File: config.mk
export PLATFORM = sky130hd
export DESIGN_NAME = game_screen_seq
export DESIGN_NICKNAME = d
export VERILOG_FILES = /design/src/rtl/game_screen_seq.sv
export SDC_FILE = /design/constraint.sdc
export NUM_CORES = 1
export LEC_CHECK = 0
export CORE_ASPECT_RATIO = 1.2
export CORE_MARGIN = 2
export CORE_UTILIZATION = 58
export DETAILED_ROUTE_END_ITERATION = 8
export GPL_TIMING_DRIVEN = 0
export HOLD_SLACK_MARGIN = 0.1
export PLACE_DENSITY = 0.8
export SLEW_MARGIN = 20
export SYNTH_ARGS = -nofsm -noshare
export SYNTH_HDL_FRONTEND = slang
export SYNTH_SLANG_ARGS = --single-unit
File: constraint.sdc
create_clock -name pclk -period 2.8 [get_ports pclk]
set_clock_uncertainty 0.15 [all_clocks]
set_input_delay 0.84 -clock pclk [delete_from_list [all_inputs] [get_ports pclk]]
set_output_delay 0.84 -clock pclk [all_outputs]
set_load 0.05 [all_outputs]
File: src/rtl/game_screen_seq.sv
// Game-screen sequencer: tracks idle/play/win/lose, keeps the score, and drives
// the banner overlay enables with a frame-synchronous blink and hold timeout.
module game_screen_seq #(
  parameter int WIN_SCORE    = 20,
  parameter int SCORE_W      = 8,
  parameter int BLINK_FRAMES = 30,
  parameter int HOLD_FRAMES  = 300
) (
  input  logic               pclk,
  input  logic               rst,
  input  logic               vsync_in,
  input  logic               start,
  input  logic               food_eaten,
  input  logic               collision,
  output logic [SCORE_W-1:0] score_out,
  output logic               game_reset,
  output logic               game_run,
  output logic               victory,
  output logic               defeat,
  output logic               banner_on,
  output logic [1:0]         state_out
);

  typedef enum logic [1:0] {
    S_IDLE = 2'b00,
    S_PLAY = 2'b01,
    S_WIN  = 2'b10,
    S_LOSE = 2'b11
  } state_t;

  localparam logic [SCORE_W-1:0] WIN_SCORE_V = SCORE_W'(WIN_SCORE);
  localparam logic [SCORE_W-1:0] WIN_M1      = SCORE_W'(WIN_SCORE - 1);
  localparam logic [SCORE_W-1:0] SCORE_ONE   = SCORE_W'(1);
  localparam logic [15:0]        BLINK_LAST  = 16'(BLINK_FRAMES - 1);
  localparam logic [15:0]        HOLD_LAST   = 16'(HOLD_FRAMES - 1);

  state_t             state_q, state_d;
  logic [SCORE_W-1:0] score_q, score_d;
  logic [15:0]        frame_cnt_q, frame_cnt_d;
  logic [15:0]        blink_cnt_q, blink_cnt_d;
  logic               banner_q, banner_d;
  logic               vsync_d_q, vsync_d_d;
  logic               start_d_q, start_d_d;

  logic frame_tick;
  logic start_edge;
  logic enter_end;
  logic go_idle;

  assign frame_tick = vsync_in & ~vsync_d_q;
  assign start_edge = start & ~start_d_q;

  always_ff @(posedge pclk or posedge rst) begin
    if (rst) begin
      state_q     <= S_IDLE;
      score_q     <= '0;
      frame_cnt_q <= '0;
      blink_cnt_q <= '0;
      banner_q    <= 1'b0;
      vsync_d_q   <= 1'b0;
      start_d_q   <= 1'b0;
    end else begin
      state_q     <= state_d;
      score_q     <= score_d;
      frame_cnt_q <= frame_cnt_d;
      blink_cnt_q <= blink_cnt_d;
      banner_q    <= banner_d;
      vsync_d_q   <= vsync_d_d;
      start_d_q   <= start_d_d;
    end
  end

  always_comb begin
    state_d     = state_q;
    score_d     = score_q;
    frame_cnt_d = frame_cnt_q;
    blink_cnt_d = blink_cnt_q;
    banner_d    = banner_q;
    vsync_d_d   = vsync_in;
    start_d_d   = start;
    enter_end   = 1'b0;
    go_idle     = 1'b0;

    case (state_q)
      S_IDLE: begin
        score_d     = '0;
        frame_cnt_d = '0;
        blink_cnt_d = '0;
        banner_d    = 1'b0;
        if (start_edge) state_d = S_PLAY;
      end
      S_PLAY: begin
        // Collision wins over a same-cycle food pulse and freezes the score.
        if (collision) begin
          state_d   = S_LOSE;
          enter_end = 1'b1;
        end else if (food_eaten) begin
          if (score_q == WIN_M1) begin
            score_d   = WIN_SCORE_V;
            state_d   = S_WIN;
            enter_end = 1'b1;
          end else begin
            score_d = score_q + SCORE_ONE;
          end
        end
      end
      default: begin
        if (start_edge) begin
          go_idle = 1'b1;
        end else if (frame_tick) begin
          if (frame_cnt_q == HOLD_LAST) begin
            go_idle = 1'b1;
          end else begin
            frame_cnt_d = frame_cnt_q + 16'd1;
            if (blink_cnt_q == BLINK_LAST) begin
              blink_cnt_d = '0;
              banner_d    = ~banner_q;
            end else begin
              blink_cnt_d = blink_cnt_q + 16'd1;
            end
          end
        end
      end
    endcase

    if (enter_end) begin
      frame_cnt_d = '0;
      blink_cnt_d = '0;
      banner_d    = 1'b1;
    end

    if (go_idle) begin
      state_d     = S_IDLE;
      score_d     = '0;
      frame_cnt_d = '0;
      blink_cnt_d = '0;
      banner_d    = 1'b0;
    end
  end

  assign score_out  = score_q;
  assign game_reset = (state_q == S_IDLE);
  assign game_run   = (state_q == S_PLAY);
  assign victory    = (state_q == S_WIN);
  assign defeat     = (state_q == S_LOSE);
  assign banner_on  = banner_q;
  assign state_out  = state_q;

endmodule

* After elaboration in Yosys (flattened, before gate mapping)
Index checks and enable logic that the tools add are counted.
** Storage, ports and cells
- Register bits after elaboration :: 45
- Latch bits :: 0
- Bits in writable memories :: 0
- ROM bits :: 0
- Input bits :: 6
- Memories kept :: 0
** Cells by class
- Add/sub/neg operators :: 3
- Multiply operators :: 0
- Div/mod/pow operators :: 0
- Magnitude comparators :: 0
- Equal/unequal tests :: 14
- Shift-type cells :: 0
- Multiplexer cells :: 39
- Bitwise operators :: 5
- Reductions and logical operators :: 9
** Operators by type and width (number)
- 2-to-1 mux 16 bit :: 11
- case mux 16 bit (2 select lines) :: 2
- adder 16 x 1 -> 16 bit (second input constant) :: 2
- 2-to-1 mux 8 bit :: 4
- == test 16 x 5 -> 1 bit (second input constant) :: 1
- == test 16 x 9 -> 1 bit (second input constant) :: 1
- case mux 8 bit (2 select lines) :: 1
- 2-to-1 mux 1 bit :: 14
- 2-to-1 mux 2 bit :: 5
- adder 8 x 1 -> 8 bit (second input constant) :: 1
- == test 8 x 5 -> 1 bit (second input constant) :: 1
- inequality test 4 x 2 -> 1 bit (second input constant) :: 2
- AND reduction 4 bit :: 2
- nonzero test 4 bit :: 2
- inequality test 3 x 1 -> 1 bit (second input constant) :: 2
- inequality test 3 x 2 -> 1 bit (second input constant) :: 2
- AND reduction 5 bit :: 1
- == test 2 bit (second input constant) :: 2
- inequality test 4 x 3 -> 1 bit (second input constant) :: 1
- inequality test 4 bit (second input constant) :: 1
- case mux 2 bit (2 select lines) :: 1
- inverter 1 bit :: 3
- AND reduction 3 bit :: 1
- nonzero test 3 bit :: 1
- 5 further kinds :: 6

* Logic depth before layout (Yosys ltp)
- Depth in word-level cells :: 8
- Mapped depth :: 9

* Worst setup path after synthesis
No wires, ideal clock.
- Kind :: reg-to-output
- Start :: register state_q[1], in the netlist state_out[1]
- End :: output victory
- Data arrival time :: 1.503 ns
- Required time :: 1.810 ns
- Slack :: 0.307 ns
- Stages on the path, launching flop included :: 3
- Path through :: dfrtp_1 -> inv_1 -> nor2_1
** On the way
- Cells in the longest elaborated chain, start to end :: 1
** RTL lines
- start, declared :: line 37 : state_t state_q, state_d;
- start signal, assigned :: line 63 : state_q <= state_d;
- == test 2 bit :: line 144 : assign victory = (state_q == S_WIN);
- end, declared :: line 18 : output logic victory,
Every way passes these cells.

* Final worst setup path
- Start :: register state_q[1], in the netlist state_out[1]
- End :: output defeat
** On the way
- Cells in the longest elaborated chain, start to end :: 1
** RTL lines
- == test 2 bit :: line 145 : assign defeat = (state_q == S_LOSE);
- end, declared :: line 19 : output logic defeat,
Every way passes these cells.

==> results.tsv <==
stage	metric	value	unit
timing	final critical-path required period	2.71	ns
timing	final hold violation count	0	
placed_design	worst slack at placement	-0.253	ns
detailed_routing	Vias/cell	6.13	
layout	diode count	0	
yosys	Post-Synth Simple-Gate Area	0.298	
layout	synthesis-to-layout area growth	15.8	%
global_routing	global-route wire length before repair	9.73	mm
yosys	post-synthesis mux area share	0.0120	
pwr	Seq pwr share	0.345	
yosys	synthesized instance count	284	
cts	clock latency on the worst-skew pair	0.30	ns
setup_path	Max FO, Critical Path	9	
yosys	Post-Synth Adder-Cell Area	0.0192	
pwr	P_int	1300	µW
yosys	Avg Synthesized Cell Area	9.16	µm²
yosys	share of synthesized flip-flops with an asynchronous set or reset	1.00	
setup_path	worst path arrival time	1.72	ns
timing	TNS Setup	0	ns
floorplanning	Initial Util	0.606	
floorplanning	core area	4290	µm²
detailed_routing	post-route ant nets	0	
floorplanning	IO Count	21	
timing	RSZ-0062 raised after global routing	no	
pwr	IR Drop Worst-Case VDD	0.563	mV
setup_path	critical path cell sequence	and2_1 > clkdlybuf4s50_1	
pwr	Pwr Density	756	nW/µm²
detailed_routing	# DRC	0	
cts	clk sinks	45	
yosys	top_reg_cell synth	dfrtp_1	
setup_path	CP max stage cell	clkdlybuf4s50_1	
placed_design	Final Wtd Congestion	0.845	
global_routing	GRT Util Overall	0.248	
placed_design	# port buffers	20	
detailed_routing	wire per inst	16.0	µm
floorplanning	Die Ht	77.4	µm
job	Max Cap Viol	0	
cts	clk slew on worst S/H paths	0.07	ns
yosys	number of flops mapped to enable cells by yosys	0	
layout	most frequent cells in the layout	dfrtp_1 (45), nor2_1 (23), nand3_1 (19)	
yosys	Post-Syn Nets	294	
setup_path	family with the most delay on the worst path	buffers and inverters	
cts	CTS Buffer Depth	2	
detailed_routing	DRT Pass-1 Iters	4	
cts	number of hold buffers added after cts	0	
pwr	switching share of power	0.430	
yosys	synth unique cells	47	
setup_path	worst path bufs/invs	1	
yosys	Synth Register Bits	45	
pwr	Clock Power Share	0.206	
hold_path	Hold Crit Class	flop to flop	
timing	final setup violating endpoints	0	
timing	Slew @ Worst Pin	0.733	ns
yosys	compound-cell area share of the yosys netlist	0.158	
floorplanning	num rows	26	
detailed_routing	WL final	5.90	mm
layout	commonest non-fill, non-tap cell in the layout	dfrtp_1	
detailed_routing	initial DRC count	124	
detailed_routing	DR vias	2262	
setup_path	nature of the critical path endpoint	output pin	
setup_path	WP data required	1.81	ns
global_routing	largest net degree at the start of global routing	33	
run_status	outcome	completed	
pwr	Comb pwr share	0.449	
floorplanning	die width	65.2	µm
floorplanning	die area	5040	µm²
layout	Final nets	323	
setup_path	CP Launch Type	flop	
cts	CTS buffer count	5	
placed_design	hpwl dp	4.17	mm
global_routing	vias in the first global route	2117	
timing	Fmax	369	MHz
layout	layout cells sized above 1	0.0895	
pwr	leak pwr	0.00127	µW
global_routing	initial antenna violation count	0	
cts	CTS tree	done	
cts	CTS root buf	clkbuf_8	
yosys	Ys Warns	0	
yosys	Mapped Area	2600	µm²
timing	Max Slew Vio Count	0	
cts	H-tree Lvls	2	
yosys	xor/xnor share of the synthesized area	0.0337	
pwr	Psw	979	µW
yosys	largest family of logic cells by synthesized area	simple AND/OR/NAND/NOR gates	
yosys	Seq/Total Area, Yosys	0.433	
setup_path	CP Class	flop to output pin	
setup_path	slowest stage delay, CP	0.79	ns
timing	Final Worst Setup Slack	0.0865	ns
global_routing	GRT overflow	0	
timing	fin crit share	0.969	
timing	Slew headroom	0.511	
layout	Fill cells	341	
## state kept, by name, indices dropped and copies added, names as in the netlist
signal,cells
vsync_d_q,1
state_out,2
banner_on,1
frame_cnt_q,16
score_out,8
blink_cnt_q,16
start_d_q,1
## cell type report
type / count / area (µm²) / area share
plain buffers: 10 / 71.3 / 0.0237
clock buffers: 5 / 68.8 / 0.0228
clock inverters: 2 / 35.0 / 0.0116
inverters: 14 / 52.6 / 0.0174
multi-input cells: 215 / 1370 / 0.453
flip-flops and latches: 45 / 1130 / 0.374
well taps: 56 / 70.1 / 0.0232
repair buffers: 22 / 225 / 0.0747
## metrics by stage
step / utilization / hold WS (ns) / area (µm²) / cells / total power (µW)
finish: 0.702 / 0.352 / 3010 / 369 / 2280
global route: 0.702 / 0.371 / 3010 / 369 / 2410
CTS: 0.698 / 0.352 / 3000 / 368 / 2270
detailed placement: 0.674 / 0.342 / 2890 / 361 / 1800
global placement: 0.669 / 0.334 / 2870 / 360 / 1790
floorplan: - / 0.323 / 2600 / 284 / 1500
## routing by layer
metal	global-route usage	vias up	share of wire
met4	0.0917	0	0.014
li1	-	1108	-
met2	0.439	26	0.53
met3	0.0391	9	0.023
met1	0.300	1119	0.43
met5	0	-	0
## Yosys cell counts, drive strengths merged (2+ instances only)
master   n  area, µm²
dfrtp   45       1130
nor2    26        103
o21ai   20        100
nand3   19       95.1
nand2   18       67.6
inv     14       52.6
nand4   12       75.1
nor4    12       75.1
a21oi   11       55.1
xnor2   10       87.6
o31ai    8       60.1
or4      7       52.6
a22o     6       52.6
and4     6       52.6
buf      6       55.1
nand2b   6       37.5
nor2b    6       37.5
a21o     5       37.5
and2     5       31.3
and3     5       31.3
nor3     5       30.0
clkbuf   4       15.0
ha       4       50.1
nor4b    4       35.0
mux2i    2       20.0
nor3b    2       20.0
or2      2       12.5
## logic make-up after synthesis
kind of cell	after synthesis
compound gates	61
buf+inv	24
fa+ha+maj	4
simple gates	137
xor+xnor	10
flops	45
mux	3
## path summary, 6_finish.rpt
check,startpoint,endpoint,slack (ns),cells past startpoint
setup / recovery,state_out[1]$_DFFE_PP0P_,defeat,0.09,2
hold / removal,banner_on$_DFFE_PP0P_,banner_on$_DFFE_PP0P_,0.35,1
setup reg to reg,score_out[0]$_DFFE_PP0P_,blink_cnt_q[0]$_DFFE_PP0P_,0.27,8
hold reg to reg,banner_on$_DFFE_PP0P_,banner_on$_DFFE_PP0P_,0.35,1
max in group asynchronous,rst,frame_cnt_q[2]$_DFFE_PP0P_,1.36,3
min in group asynchronous,rst,blink_cnt_q[13]$_DFFE_PP0P_,0.67,2
## power groups by stage
stage	combinational [µW]	clock, µW	sequential (µW)
floorplan	613	0	888
global placement	990	0	796
detailed placement	1010	0	798
CTS	1010	479	786
global route	1100	511	800
finish	1020	469	787
## what timing repair did
item | CTS | global route
pin swaps | 0 | 1
endpoints found under the setup margin | 1 | 21
setup buffers | 0 | 1
resized for setup | 2 | 7
(Power assumes the default switching activity.)
